## src/rtl/mmio_switch_led_port.sv

```systemverilog
// Switch/LED MMIO responder: synchronized, debounced switches with sticky change flags.
// Optional SWITCH_IRQ_EN adds a MASK register and a masked change interrupt.
module mmio_switch_led_port #(
    parameter logic [31:0] BASE_ADDR       = 32'h0000_7F00,
    parameter int          N_SW            = 10,
    parameter int          DEBOUNCE_CYCLES = 8
) (
    input  logic            clk,
    input  logic            reset,
    input  logic            MemWrite,
    input  logic [31:0]     DataAdr,
    input  logic [31:0]     WriteData,
    output logic [31:0]     ReadData,
    output logic            hit,
    input  logic [N_SW-1:0] switches,
`ifdef SWITCH_IRQ_EN
    output logic [N_SW-1:0] leds,
    output logic            irq
`else
    output logic [N_SW-1:0] leds
`endif
);

    localparam int            CW      = $clog2(DEBOUNCE_CYCLES) + 1;
    localparam logic [CW-1:0] CNT_MAX = CW'(DEBOUNCE_CYCLES - 1);

    localparam logic [2:0] OFF_LED  = 3'd0;
    localparam logic [2:0] OFF_SW   = 3'd1;
    localparam logic [2:0] OFF_CHG  = 3'd2;
    localparam logic [2:0] OFF_RAW  = 3'd3;
    localparam logic [2:0] OFF_MASK = 3'd4;

    logic [N_SW-1:0] led_q;
    logic [N_SW-1:0] sync1_q;
    logic [N_SW-1:0] sync2_q;
    logic [N_SW-1:0] cand_q;
    logic [N_SW-1:0] deb_q;
    logic [N_SW-1:0] chg_q;
    logic [CW-1:0]   cnt_q;

    logic [2:0]      off;
    logic            wr_en;
    logic [N_SW-1:0] wdat;
    logic            deb_upd;
    logic [N_SW-1:0] chg_set;
    logic [N_SW-1:0] chg_clr;
    logic            unused_bits;

    assign hit         = DataAdr[31:5] == BASE_ADDR[31:5];
    assign off         = DataAdr[4:2];
    assign wr_en       = MemWrite && hit;
    assign wdat        = WriteData[N_SW-1:0];
    assign unused_bits = ^{DataAdr[1:0], WriteData};

    assign deb_upd = (sync2_q == cand_q) && (cnt_q == CNT_MAX);
    assign chg_set = deb_upd ? (deb_q ^ cand_q) : '0;
    assign chg_clr = (wr_en && off == OFF_CHG) ? wdat : '0;

    // One counter serves the whole vector: any bit moving restarts it.
    always_ff @(posedge clk or negedge reset) begin
        if (!reset) begin
            sync1_q <= '0;
            sync2_q <= '0;
            cand_q  <= '0;
            deb_q   <= '0;
            cnt_q   <= '0;
        end else begin
            sync1_q <= switches;
            sync2_q <= sync1_q;
            if (sync2_q != cand_q) begin
                cand_q <= sync2_q;
                cnt_q  <= '0;
            end else if (cnt_q == CNT_MAX) begin
                deb_q <= cand_q;
            end else begin
                cnt_q <= cnt_q + 1'b1;
            end
        end
    end

    always_ff @(posedge clk or negedge reset) begin
        if (!reset) begin
            led_q <= '0;
        end else if (wr_en && off == OFF_LED) begin
            led_q <= wdat;
        end
    end

    // A new change on the same edge as a W1C wins over the clear.
    always_ff @(posedge clk or negedge reset) begin
        if (!reset) begin
            chg_q <= '0;
        end else begin
            chg_q <= (chg_q & ~chg_clr) | chg_set;
        end
    end

`ifdef SWITCH_IRQ_EN
    logic [N_SW-1:0] mask_q;

    always_ff @(posedge clk or negedge reset) begin
        if (!reset) begin
            mask_q <= '0;
        end else if (wr_en && off == OFF_MASK) begin
            mask_q <= wdat;
        end
    end

    assign irq = |(chg_q & mask_q);
`endif

    always_comb begin
        ReadData = 32'h0;
        if (hit) begin
            case (off)
                OFF_LED:  ReadData = 32'(led_q);
                OFF_SW:   ReadData = 32'(deb_q);
                OFF_CHG:  ReadData = 32'(chg_q);
                OFF_RAW:  ReadData = 32'(sync2_q);
`ifdef SWITCH_IRQ_EN
                OFF_MASK: ReadData = 32'(mask_q);
`endif
                default:  ReadData = 32'h0;
            endcase
        end
    end

    assign leds = led_q;

endmodule

```

## config.mk

```make
export PLATFORM = sky130hd
export DESIGN_NAME = mmio_switch_led_port
export DESIGN_NICKNAME = d
export VERILOG_FILES = /design/src/rtl/mmio_switch_led_port.sv
export SDC_FILE = /design/constraint.sdc
export NUM_CORES = 1
export LEC_CHECK = 0
export ABC_AREA = 1
export BUFFER_PORTS_ARGS = -buffer_cell sky130_fd_sc_hd__buf_4
export CORE_MARGIN = 2
export CORE_UTILIZATION = 53
export DETAILED_ROUTE_END_ITERATION = 8
export PLACE_DENSITY_LB_ADDON = 0.25
export REMOVE_ABC_BUFFERS = 1
export SETUP_SLACK_MARGIN = 0.05
export SLEW_MARGIN = 20
export SYNTH_ARGS = -nofsm -noshare
export SYNTH_HDL_FRONTEND = slang
export SYNTH_SLANG_ARGS = --single-unit
```

## constraint.sdc

```tcl
create_clock -name clk -period 3 [get_ports clk]
set_input_delay 0.3 -clock clk [delete_from_list [all_inputs] [get_ports clk]]
set_output_delay 0.3 -clock clk [all_outputs]
set_load 0.005 [all_outputs]
```

; ---- After elaboration in Yosys (flattened, before gate mapping)
; Index checks and enable logic that the tools add are counted.
[word_totals]
word_cells = 33
out_inout_bits = 43
in_bits = 77
register_bits = 64
[op_classes]
n_bitwise = 5
muxes = 6
n_eq_ne = 8
add_sub_neg = 1
n_reduce_logical = 6
[op_table]
columns = cell, n
row1 = $pmux W10 S4, 1
row2 = $mux W10, 3
row3 = $eq A27 B10 Y1 const B, 1
row4 = $and A10 B10 Y10, 1
row5 = $eq A10 B10 Y1, 1
row6 = $ne A10 B10 Y1, 1
row7 = $not A10 Y10, 1
row8 = $or A10 B10 Y10, 1
row9 = $xor A10 B10 Y10, 1
row10 = $mux W4, 2
row11 = $eq A3 B2 Y1 const B, 2
row12 = $add A4 B1 Y4 const B, 1
row13 = $eq A4 B3 Y1 const B, 1
row14 = $logic_and A1 B1 Y1, 4
row15 = $eq A3 B1 Y1 const B, 1
row16 = $logic_not A3 Y1, 1
row17 = $ne A2 B2 Y1 const B, 1
row18 = $reduce_and A2 Y1, 1
row19 = $not A1 Y1, 1

; ---- Depth between registers and ports, before layout
; Gate-level depths: netlist (run 1).
[depth]
ltp_word = 7
ltp_mapped = 11
mapped_depth_nobuf = 10

; ---- Worst setup path after synthesis (run 1)
; No wires, ideal clock.
[synth_timing]
kind = input -> output
from = input DataAdr[28]
to = output ReadData[0]
cell_stages = 7
required_ps = 2700
arrival_time_ps = 1088
setup_slack_ps = 1612
path_cell_list = nor2_1 -> nand2_1 -> nor2_1 -> nand2_1 -> nor2_2 -> nand2_1 -> a31oi_1
[synth_via]
elab_chain_len = 2
[synth_lines]
columns = item, line_no
row1 = start: declaration, 11  ; input logic [31:0] DataAdr,
row2 = $eq A27 B10 Y1, 49  ; assign hit = DataAdr[31:5] == BASE_ADDR[31:5];
row3 = $mux W10, 114  ; if (hit) begin
row4 = end: declaration, 13  ; output logic [31:0] ReadData,
; Every way passes these cells.

; ---- Worst setup path after layout (run 1)
[layout_timing]
from = input DataAdr[4]
to = output ReadData[3]
[layout_via]
elab_chain_len = 3
word_cells_on_any_way = 6
classes_between = 3 x eq/ne / 2 x mux / 1 x reduce/logical
[layout_lines]
columns = item, line_no
row1 = $eq A3 B2 Y1 (tied with other cells), 115  ; case (off)
row2 = $pmux W10 S4 *, 115
row3 = $mux W10 *, 114
; Every way passes the cells marked *; elsewhere a longest branch is shown, timed or not.

==> results of run 1 <==
-- where the power goes --
| part | internal, uW | switching, uW |
|---|---|---|
| Clock | 490 | 303 |
| Sequential | 884 | 16.9 |
| Combinational | 63.9 | 75.6 |
| Total | 1440 | 396 |
-- worst min-delay path by stage --
stage	start	to	slack, ns	cells past startpoint
4_1_cts	switches[6]	sync1_q[6]$_DFF_PN0_	0.05	1
5_1_grt	switches[5]	sync1_q[5]$_DFF_PN0_	0.05	1
3_3_place_gp	sync1_q[8]$_DFF_PN0_	sync2_q[8]$_DFF_PN0_	0.33	0
3_5_place_dp	sync1_q[3]$_DFF_PN0_	sync2_q[3]$_DFF_PN0_	0.34	0
2_1_floorplan	reset	cand_q[0]$_DFFE_PN0N_	0.004	0
6_report	reset	sync2_q[1]$_DFF_PN0_	0.03	1
-- per-layer routing --
| layer | vias to the layer above | wire [um] | GRT usage [%] |
|---|---|---|---|
| li1 | 1220 | - | - |
| met1 | 1137 | 2790 | 28.2 |
| met3 | 4 | 632 | 4.67 |
| met5 | - | 0 | 0 |
| met2 | 105 | 3210 | 35.9 |
| met4 | 0 | 48 | 10.2 |
-- stage by stage --
step | worst slack (ns) | cells
floorplan | 0.958 | 341
global placement | 0.842 | 488
detailed placement | 0.761 | 488
CTS | 0.978 | 504
global route | 0.819 | 504
finish | 0.939 | 504
-- worst max-delay path, cell delays in order --
cell	delay (ns)
buf_4	0.12
nor3_2	0.62
buf_4	0.30
a21oi_1	0.08
a31oi_1	0.20
buf_4	0.15
-- layout make-up --
| class | count | area (um^2) | area share [%] |
|---|---|---|---|
| multi-input combinational | 239 | 1200 | 31.6 |
| clock buffer | 13 | 149 | 3.90 |
| tap | 72 | 90.1 | 2.36 |
| sequential | 64 | 1600 | 42.0 |
| clock inverter | 3 | 65.1 | 1.70 |
| timing repair buffer | 75 | 563 | 14.7 |
| inverter | 38 | 144 | 3.77 |
-- state kept, by name, summed over array words and instances (netlist names) --
signal   cells
cand_q      10
chg_q       10
deb_q       10
leds        10
sync1_q     10
sync2_q     10
cnt_q        4
-- cells in the final DEF, fill, tap and decap left out, types with 8 or more instances in the layout --
cell      count
inv_2         8
clkbuf_8     10
nand4_1      11
conb_1       22
nor2_1       20
nand2_2       8
inv_1        28
nand2_1     108
xor2_1       12
buf_4        75
o21ai_1      10
dfrtp_1      64
a31oi_1       9
-- kinds of logic (layout without fill, tap and decap cells) --
logic type,Yosys count,in the layout
AO/OA/AOI/OAI,38,38
other,1,22
AND/OR/NAND/NOR,165,165
adder cells (fa/ha/maj),1,1
XOR/XNOR,13,13
buffers and inverters,79,129
flip-flops,64,64
==> reports/results.ini, run 1 <==
[global_route]
grt_pass1_wl_um=10700
grt_max_degree=65
overflow=0
grtUsageTotal_pct=22.0
antenna_found_initial=0
grt_pass1_vias=2305

[clock_network]
cts_tree=yes
cts_resized=0
cts_root_buf=clkbuf_8
clockBufferDepth=2
cts_buffers=9
insertion_delay_ns=0.33
clkTransAtPathRegs_ns=0.06
htree_num_levels=3
cts_setup_buffers=0
cts_hold_buffers=0
cts_sinks=64

[floorplan]
io_pins=120
die_area_mm2=0.00654
placementRows=27
die_h_um=80.8
initial_utilization_pct=55.8
fp.dieW_um=80.8
core_mm2=0.00561

[worst_setup_path]
reg2reg_slack_ns=1.28
end_kind=output pin
rr_worst_depth=9
critical_path_class=input port to output pin
rr_endpoint=deb_q[5]$_DFFE_PN0P_
cp.required_ns=2.70
r2r-start=sync2_q[3]$_DFF_PN0_
critPathLaunch=DataAdr[4]
critPathCapture=ReadData[3]
critPathLaunchType=input port
cp_max_fo=11
crit_arrival_ns=1.76

[place]
gp_congestion=0.763
place_area_mm2=0.00360
hpwl_um=4700
portBuffers=73

[logic_synthesis]
synth-xor-area-share_pct=3.64
synth_fa_ha_area_share_pct=0.400
synth_most_common_cell=nand2_1
synth_edf_count=0
yosysUniqueCellTypes=32
ys_seq_elements=64
synth_top_area_share_pct=51.2
yosys_warnings=0
ys_top_cells_by_area=dfrtp_1 51%, nand2_1 13%, buf_4 5.3%
synth_top_family_by_area=simple AND/OR/NAND/NOR gates
synth.top_cells.by_count=108 x nand2_1, 64 x dfrtp_1, 28 x inv_1
synth_top_cell_by_area=dfrtp_1
synth_compound_area_share_pct=7.84
synth_cells=361
synth_area_mm2=0.00313
avgSynthCellArea_um2=8.67
ys_seq_area_share_pct=51.2
synth_simple_gate_area_share_pct=23.8
synth.area.mux_share_pct=0
ys_async_sr_fraction_pct=100
synth_flop_cell=dfrtp_1

[finish]
insertedDiodeCount=0
final_nets=505
finalCoreUtilization_pct=68.1
areaGrowthSynthToFinish_pct=22.0
drive_gt1_share_pct=28.2
finalInstanceArea_mm2=0.00382
nFillCells=446

[timing]
finalSetupViolCount=0
fin_tns_setup_ns=0
skew_ns=0.00680
rsz0062_at_grt=false
fin_crit_sh_pct=68.7
slew_headroom_pct=47.3
hold_viol=0
worst_pin_slew_ns=0.788
fmaxAchievable_mhz=485
hold_slack_ns=0.0306
drv_slew=0
layout_min_cycle_time_ns=2.06

[routing]
via_per_inst=4.89
vias=2466
drt_iter0_drc=227
first_pass_iters=4
ant_nets=0
route.detailed.drc=0
wirelength_um=6680
routedWlPerCell_um=13.3

[pwr]
finalPower_uw=1830
power_density_mw_per_mm2=480
ir_worst_vdd_v=0.000374
leakage_uw=0.00198

[flow_run]
maxCapViolCount=0

[hold_path]
hp-class=input port to asynchronous set/reset pin

[run_status]
outcome=complete, no violations

Note: power is estimated with default switching activity, not from simulation.
==> run 2, diff against run 1 <==
Settings changed: CORE_UTILIZATION 53 to 49.
Clock period 3 ns to 2 ns, I/O delays scaled along.
==> run 2 against run 1 <==
Sequential power is 50% higher. Final cell count is 3.8% higher. First-iteration DRC count fell by 22%. Highest routed layer unchanged. Largest power group unchanged. Worst hold slack improved by 0.081 ns.
==> reports/results.ini, run 2 (synthesis gave the netlist of run 1 again) <==
[run_status]
outcome=complete, no violations

[global_route]
grt_pass1_wl_um=11100  ; +3.9%
antenna_found_initial=0  ; unchanged
grtUsageTotal_pct=20.4  ; -1.6 points
grt_max_degree=65  ; unchanged
grt_pass1_vias=2409  ; +4.5%
overflow=0  ; unchanged

[timing]
layout_min_cycle_time_ns=1.71
fmaxAchievable_mhz=585
fin_ws_ns=0.290  ; -0.649 ns
fin_crit_sh_pct=85.5
slew_headroom_pct=46.9  ; -0.46 points
rsz0062_at_grt=false
skew_ns=0.00772  ; +0.000918 ns
hold_slack_ns=0.111  ; +0.0808 ns
drv_slew=0  ; unchanged
hold_viol=0  ; unchanged
worst_pin_slew_ns=0.797  ; +0.00904 ns
fin_tns_setup_ns=0  ; unchanged
finalSetupViolCount=0  ; unchanged

[floorplan]
die_h_um=83.9  ; +3.8%
io_pins=120  ; unchanged
die_area_mm2=0.00704  ; +7.8%
fp.dieW_um=83.9  ; +3.8%
core_mm2=0.00628  ; +12%
initial_utilization_pct=49.9  ; -6.0 points
placementRows=29  ; +7.4%

[routing]
via_per_inst=4.83  ; -1.4%
first_pass_iters=5  ; +1
route.detailed.drc=0  ; unchanged
vias=2524  ; +2.4%
ant_nets=0  ; unchanged
routedWlPerCell_um=12.9  ; -2.6%
wirelength_um=6760  ; +1.1%
drt_iter0_drc=177  ; -22%

[finish]
layout_commonest_cell=nand2_1
seq_area_mm2=0.00160  ; unchanged
drive_gt1_share_pct=28.3  ; about the same
final_nets=519  ; +2.8%
areaGrowthSynthToFinish_pct=25.9
insertedDiodeCount=0  ; unchanged
final_cell_mix=108 x nand2_1, 78 x buf_4, 64 x dfrtp_1, 28 x inv_1, 22 x conb_1
multi_input_area_mm2=0.00120  ; unchanged
finalCoreUtilization_pct=62.8  ; -5.3 points
nFillCells=550  ; +23%

[place]
hpwl_um=4650  ; -1.2%
pre_cts_ws_ns=0.283  ; -0.478 ns
portBuffers=73  ; unchanged
gp_congestion=0.782  ; +2.5%

[pwr]
combPwrFrac_pct=8.4  ; +0.8 points
ir_worst_vdd_v=0.000556  ; +49%
leakage_uw=0.00204  ; +2.7%
p_int_uw=2080  ; +44%
clkPwrFrac_pct=41.3  ; -2.0 points
seqPwrFrac_pct=50.3  ; +1.2 points
switching_power_uw=609  ; +54%
power_density_mw_per_mm2=681  ; +42%
p_sw_share_pct=22.7  ; +1.1 points

[worst_setup_path]
path_buf_inv=2  ; -1
end_kind=output pin
path_common_cell=nand2_1
critPathLaunchType=input port
slowest_delay_ns=0.33  ; -0.29 ns
slowest_stage=a31oi_1
critical_path_class=input port to output pin
crit_arrival_ns=1.51  ; -0.25 ns
path_cells=buf_4 > nor2_1 > nand2_1 > nor2_1 > nand2_1 > nor2_2 > nand2_1 > a31oi_1 > buf_4
cp_max_fo=10  ; -1
cp.required_ns=1.80  ; -0.90 ns
critical_path.top_delay_family=simple AND/OR/NAND/NOR gates

[flow_run]
maxCapViolCount=0  ; unchanged

[clock_network]
cts_resized=0  ; unchanged
cts_buffers=9  ; unchanged
insertion_delay_ns=0.34  ; about the same
htree_num_levels=3  ; unchanged
cts_root_buf=clkbuf_8
clockBufferDepth=2  ; unchanged
cts_tree=yes
cts_sinks=64  ; unchanged
clkTransAtPathRegs_ns=0.07  ; about the same

[hold_path]
hp-class=input port to flip-flop

==> run 2: metrics by stage <==
stage | power [uW] | cell area, um^2 | std cells
floorplan | 1450 | 2950 | 341
global placement | 1580 | 3630 | 496
detailed placement | 1580 | 3630 | 496
CTS | 2720 | 3940 | 523
global route | 2800 | 3940 | 523
finish | 2680 | 3940 | 523
==> run 2: area by class of cell <==
cell class / count / share of cell area (%)
Inverter: 38 / 3.65
Clock inverter: 3 / 1.02
Tap cell: 77 / 2.44
Timing Repair Buffer: 89 / 17.7
Sequential cell: 64 / 40.6
Clock buffer: 13 / 4.03
Multi-Input combinational cell: 239 / 30.6
==> run 2: worst min-delay path, delay by kind of cell <==
kind,cells,cell delay [ns]
AO/OA/AOI/OAI,1,0.06
buffers and inverters,2,0.15
==> run 2: worst paths after layout <==
check                                       from                    to  slack, ns  depth (start not counted)
min in group asynchronous                  reset   leds[0]$_DFFE_PN0P_       0.49                          2
max in group asynchronous                  reset  deb_q[9]$_DFFE_PN0P_       0.99                          2
hold reg to reg             sync1_q[8]$_DFF_PN0_  sync2_q[8]$_DFF_PN0_       0.35                          0
setup reg to reg           cand_q[3]$_DFFE_PN0N_    chg_q[1]$_DFF_PN0_       0.47                         10
hold / removal                      WriteData[1]   leds[1]$_DFFE_PN0P_       0.11                          3
setup / recovery                     DataAdr[26]           ReadData[4]       0.29                          9
==> run 2: timing repair <==
item                                   CTS  global route
endpoints found under the hold margin   74             0
setup buffers                            0             0
hold buffers                            11             0
==> run 2: power by group through the flow <==
stage	sequential (uW)	combinational (uW)	clock, uW
final	1350	225	1110
after global routing	1350	254	1200
after CTS	1350	228	1140
after detailed placement	1370	210	0
after global placement	1370	207	0
after floorplan	1370	80.6	0
==> run 2: per-layer routing <==
layer  vias to the layer above  track usage (%)  part of all wire, %
met5                         -                0                    0
met4                         0             7.92                  1.5
met3                         8             6.03                  9.5
met2                       117             32.9                   49
met1                      1160             26.1                   40
li1                       1239                -                    -
